===== src/rtl/vga_sync_gen.sv =====
// VGA raster timing: cascaded pixel/line counters with registered sync, video-enable,
// coordinate and strobe outputs. Define VGA_FRAME_CNT_EN to add the frame_cnt output.
module vga_sync_gen #(
  parameter int unsigned H_ACTIVE = 640,
  parameter int unsigned H_FP     = 16,
  parameter int unsigned H_SYNC   = 96,
  parameter int unsigned H_BP     = 48,
  parameter int unsigned V_ACTIVE = 480,
  parameter int unsigned V_FP     = 10,
  parameter int unsigned V_SYNC   = 2,
  parameter int unsigned V_BP     = 33,
  parameter int unsigned SYNC_POL = 0,
  parameter int unsigned FRAME_W  = 8
) (
  input  logic       clk,
  input  logic       clr,
  output logic       hsync,
  output logic       vsync,
  output logic       video_on,
  output logic [9:0] x,
  output logic [9:0] y,
  output logic       line_start,
  output logic       frame_start
`ifdef VGA_FRAME_CNT_EN
  ,
  output logic [FRAME_W-1:0] frame_cnt
`endif
);

  localparam int unsigned H_TOTAL = H_ACTIVE + H_FP + H_SYNC + H_BP;
  localparam int unsigned V_TOTAL = V_ACTIVE + V_FP + V_SYNC + V_BP;

  localparam logic [9:0] H_LAST     = 10'(H_TOTAL - 1);
  localparam logic [9:0] V_LAST     = 10'(V_TOTAL - 1);
  localparam logic [9:0] H_VIS_END  = 10'(H_ACTIVE);
  localparam logic [9:0] V_VIS_END  = 10'(V_ACTIVE);
  localparam logic [9:0] H_SYNC_BEG = 10'(H_ACTIVE + H_FP);
  localparam logic [9:0] H_SYNC_END = 10'(H_ACTIVE + H_FP + H_SYNC);
  localparam logic [9:0] V_SYNC_BEG = 10'(V_ACTIVE + V_FP);
  localparam logic [9:0] V_SYNC_END = 10'(V_ACTIVE + V_FP + V_SYNC);

  // Level driven on hsync/vsync while the pulse is asserted.
  localparam logic SYNC_ACT = (SYNC_POL != 0);

  logic [9:0] hcnt, vcnt;
  logic       h_wrap, v_wrap;

  logic       video_nxt, hsync_nxt, vsync_nxt, line_nxt, frame_nxt;

  assign h_wrap = (hcnt == H_LAST);
  assign v_wrap = (vcnt == V_LAST);

  // NOTE: clr is asynchronous, so it appears in the sensitivity list; all state
  // updates use non-blocking assignments so every register samples pre-edge values.
  always_ff @(posedge clk or posedge clr) begin
    if (clr) begin
      hcnt <= '0;
      vcnt <= '0;
    end else begin
      if (h_wrap) begin
        hcnt <= '0;
        if (v_wrap) vcnt <= '0;
        else        vcnt <= vcnt + 10'd1;
      end else begin
        hcnt <= hcnt + 10'd1;
      end
    end
  end

  // Decode the current counter position; registering it below keeps every output
  // one cycle behind the counters and aligned with x/y.
  always_comb begin
    video_nxt = (hcnt < H_VIS_END) && (vcnt < V_VIS_END);
    hsync_nxt = ((hcnt >= H_SYNC_BEG) && (hcnt < H_SYNC_END)) ? SYNC_ACT : ~SYNC_ACT;
    vsync_nxt = ((vcnt >= V_SYNC_BEG) && (vcnt < V_SYNC_END)) ? SYNC_ACT : ~SYNC_ACT;
    line_nxt  = (hcnt == 10'd0);
    frame_nxt = (hcnt == 10'd0) && (vcnt == 10'd0);
  end

  always_ff @(posedge clk or posedge clr) begin
    if (clr) begin
      x           <= '0;
      y           <= '0;
      video_on    <= 1'b0;
      hsync       <= ~SYNC_ACT;
      vsync       <= ~SYNC_ACT;
      line_start  <= 1'b0;
      frame_start <= 1'b0;
    end else begin
      x           <= hcnt;
      y           <= vcnt;
      video_on    <= video_nxt;
      hsync       <= hsync_nxt;
      vsync       <= vsync_nxt;
      line_start  <= line_nxt;
      frame_start <= frame_nxt;
    end
  end

`ifdef VGA_FRAME_CNT_EN
  // Steps on the same edge that registers frame_start, so it reads 1 in the first frame.
  always_ff @(posedge clk or posedge clr) begin
    if (clr)            frame_cnt <= '0;
    else if (frame_nxt) frame_cnt <= frame_cnt + 1'b1;
  end
`else
  // FRAME_W only sizes the optional counter; a zero width is never meaningful.
  if (FRAME_W == 0) begin : g_frame_w_zero
  end
`endif

endmodule


===== config.mk =====
export PLATFORM = sky130hd
export DESIGN_NAME = vga_sync_gen
export DESIGN_NICKNAME = d
export VERILOG_FILES = /design/src/rtl/vga_sync_gen.sv
export SDC_FILE = /design/constraint.sdc
export NUM_CORES = 1
export LEC_CHECK = 0
export CAP_MARGIN = 0
export CORE_MARGIN = 8
export CORE_UTILIZATION = 47
export DETAILED_ROUTE_END_ITERATION = 12
export GPL_ROUTABILITY_DRIVEN = 0
export PLACE_DENSITY = 0.74
export SLEW_MARGIN = 20
export SYNTH_ARGS = -nofsm -noshare
export SYNTH_HDL_FRONTEND = slang
export SYNTH_SLANG_ARGS = --single-unit

===== constraint.sdc =====
create_clock -name clk -period 1.71 [get_ports clk]
set_input_delay 0.342 -clock clk [delete_from_list [all_inputs] [get_ports clk]]
set_output_delay 0.342 -clock clk [all_outputs]
set_load 0.02 [all_outputs]

==> impl_metrics.yaml <==
setup_path:
  critPathTopFamily: "simple AND/OR/NAND/NOR gates"
  crit_slowest_cell: "or4_1"
  start_kind: "register"
  path_max_fanout: 4
  path_cells: "nor4b_4 -> nand4_2 -> or4_1 -> a32oi_1"
  path_buf_inv: 0
  cpPeakStageDelay_ns: 0.49
  critPathCaptureType: "register"
  arrival_ns: 1.87
  required_ns: 1.93
  worstSetupPathType: "reg -> reg"
global_routing:
  grt_overflow: 0
  grt_pass1_wl_um: 6210
  antenna_found_initial: 0
  grt_pass1_vias: 1319
  grt_use_total: 0.1312
  grt_start_max_net_pins: 46
cts:
  clock_latency_ns: 0.30
  cts_root_buf: "clkbuf_8"
  clk_pin_slew_ns: 0.08
  cts_inserted_buffers: 5
  clockBufferDepth: 2
  cts_hold_buf: 0
  cts_tree: "yes"
  cts.sinks: 45
  h-tree-depth: 2
detailed_routing:
  wl_um: 3766
  firstDrtPassIters: 4
  drtIter0Drc: 124
  ant_nets: 0
  wl_met3_um: 306
  vias: 1316
  highest_layer: "met4"
  wl_met2_um: 1904
  via_per_inst: 5.483
  wire_per_inst_um: 15.69
  drc: 0
  met1_length_um: 1484
final_layout:
  multiInputGateArea_um2: 609.3
  n_antenna_cell: 0
  layout.area.seq_mm2: 0.001130
  drive_above_1_share: 0.2240
  num-nets-final: 197
  n_fill_cell: 271
  area_growth_syn_to_layout_pct: 31.83
worst_hold_path:
  min_path_type: "in -> async"
synth:
  netlist_instances: 143
  synth-edff-count: 0
  netlist.area_leader.share: 0.6044
  synthArstFlopShare: 1.000
  synthAdderAreaFrac: 0.02811
  synthTopCellsByCount: "dfrtp_1 (43), nand2_1 (10), nor2_1 (10)"
  synth_most_common_cell: "dfrtp_1"
  synth_top_family_by_area: "simple AND/OR/NAND/NOR gates"
  yosys-top-cells-area: "dfrtp_1 (60%), dfstp_2 (3.0%), xor2_1 (3.0%)"
  synth-seq-area-share: 0.6339
  yosys_warnings: 0
  synthXorXnorAreaFrac: 0.04919
  synth_compound_gate_area_share: 0.06325
  syn_nets: 149
  synthMuxAreaShare: 0
  synth_simple_gate_area_share: 0.1869
  synth_area_mm2: 0.001780
  synth-seq-cells: 45
  synth_ff_type: "dfrtp_1"
  synth.avg_cell_area_um2: 12.45
  synth_top_cell_by_area: "dfrtp_1"
  synth.distinct_cells: 40
floorplanning:
  start_util: 0.4863
  std_cell_rows: 22
  die_area_mm2: 0.006014
  core_mm2: 0.003661
  ios: 27
  die_h_um: 77.55
  die_x_um: 77.55
sta:
  final-setup-viol-count: 0
  fin_ws_ns: 0.05169
  hold_viol_final: 0
  finClkSkew_ns: 0.008605
  drv_slew: 0
  fin_crit_sh: 0.9698
  worstMarginPinSlew_ns: 0.3403
  relSlewSlack: 0.7723
  clock.fmax_ghz: 0.6030
  fin_crit_ns: 1.658
power:
  cellLeakagePower_nw: 1.070
  vdd.ir_drop.worst_uv: 757.8
  p_per_area_mw_per_mm2: 765.7
  power_mw: 1.797
placement:
  port_buffers: 26
  post-place-ws_ns: 0.002164
  hpwlAfterDp_um: 2536
status:
  status: "finished clean"
run:
  maxCapViolations: 0
[metal layers]
layer / track usage / vias to the layer above
met3: 0.05876 / 6
met5: 0 / -
met1: 0.1453 / 651
met2: 0.2098 / 61
li1: - / 598
met4: 0.06604 / 0
[cell usage in the layout, fill, tap and decap left out, types with 2 or more instances in the layout]
master / instances
a31oi_1: 2
buf_4: 18
clkbuf_8: 7
clkdlybuf4s50_1: 24
dfrtp_1: 42
dfstp_2: 2
dlygate4sd2_1: 2
ha_1: 3
inv_1: 9
nand2_1: 10
nand3_1: 8
nand4_1: 4
nor2_1: 10
nor4_2: 2
nor4b_2: 2
o21ai_0: 6
o22ai_1: 2
o31ai_1: 2
or4_1: 2
xnor2_1: 4
xor2_1: 6
[worst reg2reg max path, delay by kind of cell (launching register included)]
kind	cells	cell delay, ns
compound gates	1	0.16
flops	1	0.45
simple gates	3	0.97
[state kept, by name, indices dropped and copies added, names as in the netlist]
signal	count
hsync	1
vsync	1
line_start	1
x	10
vcnt	10
hcnt	10
y	10
frame_start	1
video_on	1
[per-stage QoR]
stage          area (µm²)  std cells  utilization  hold WS, ns   TNS, ns
3_3_place_gp         2201        229       0.6012       0.4075         0
3_5_place_dp         2201        229       0.6012       0.4340         0
2_1_floorplan        1783        143            -       0.3745         0
4_1_cts              2307        238       0.6302       0.4083         0
6_report             2347        240       0.6411       0.3994         0
5_1_grt              2347        240       0.6411       0.4288  -0.04980
[cell families (layout without fill, tap and decap cells)]
group	after synthesis	in the layout
buffers and inverters	13	62
xor gates and xnor gates	10	10
DFF	45	45
adders and majority gates	4	4
AOI/OAI and AO/OA	17	17
and+or+nand+nor	54	54
[worst paths after layout]
path / start / to / slack [ns] / cells after the start
setup reg to reg: hcnt[7] / vcnt[9] / 0.05 / 4
setup / recovery: hcnt[7] / vcnt[9] / 0.05 / 4
hold / removal: clr / y[6] / 0.40 / 3
hold reg to reg: hcnt[4] / x[4] / 0.45 / 0
max in group asynchronous: clr / vsync / 1.05 / 3
min in group clk: hcnt[4] / x[4] / 0.45 / 0
[power by group]
group | internal [mW] | leakage, nW | switching [mW]
sequential | 1.06 | 0.591 | 0
clock | 0.365 | 0.0542 | 0.342
combinational | 0.00691 | 0.425 | 0.0196
[timing repair]
action | in CTS | in global routing
endpoints found under the setup margin | 4 | 6
pin swaps | 1 | 1
gates resized for setup | 2 | 6
setup buffers | 1 | 2
[cell type report]
class	count	area share
sequential	45	0.4813
multi-input combinational	85	0.2596
timing repair buffer	45	0.1759
clock buffer	7	0.04104
tap	48	0.02559
inverter	9	0.01439
clock inverter	1	0.002132
No activity file was read; power rests on OpenSTA's default activity.
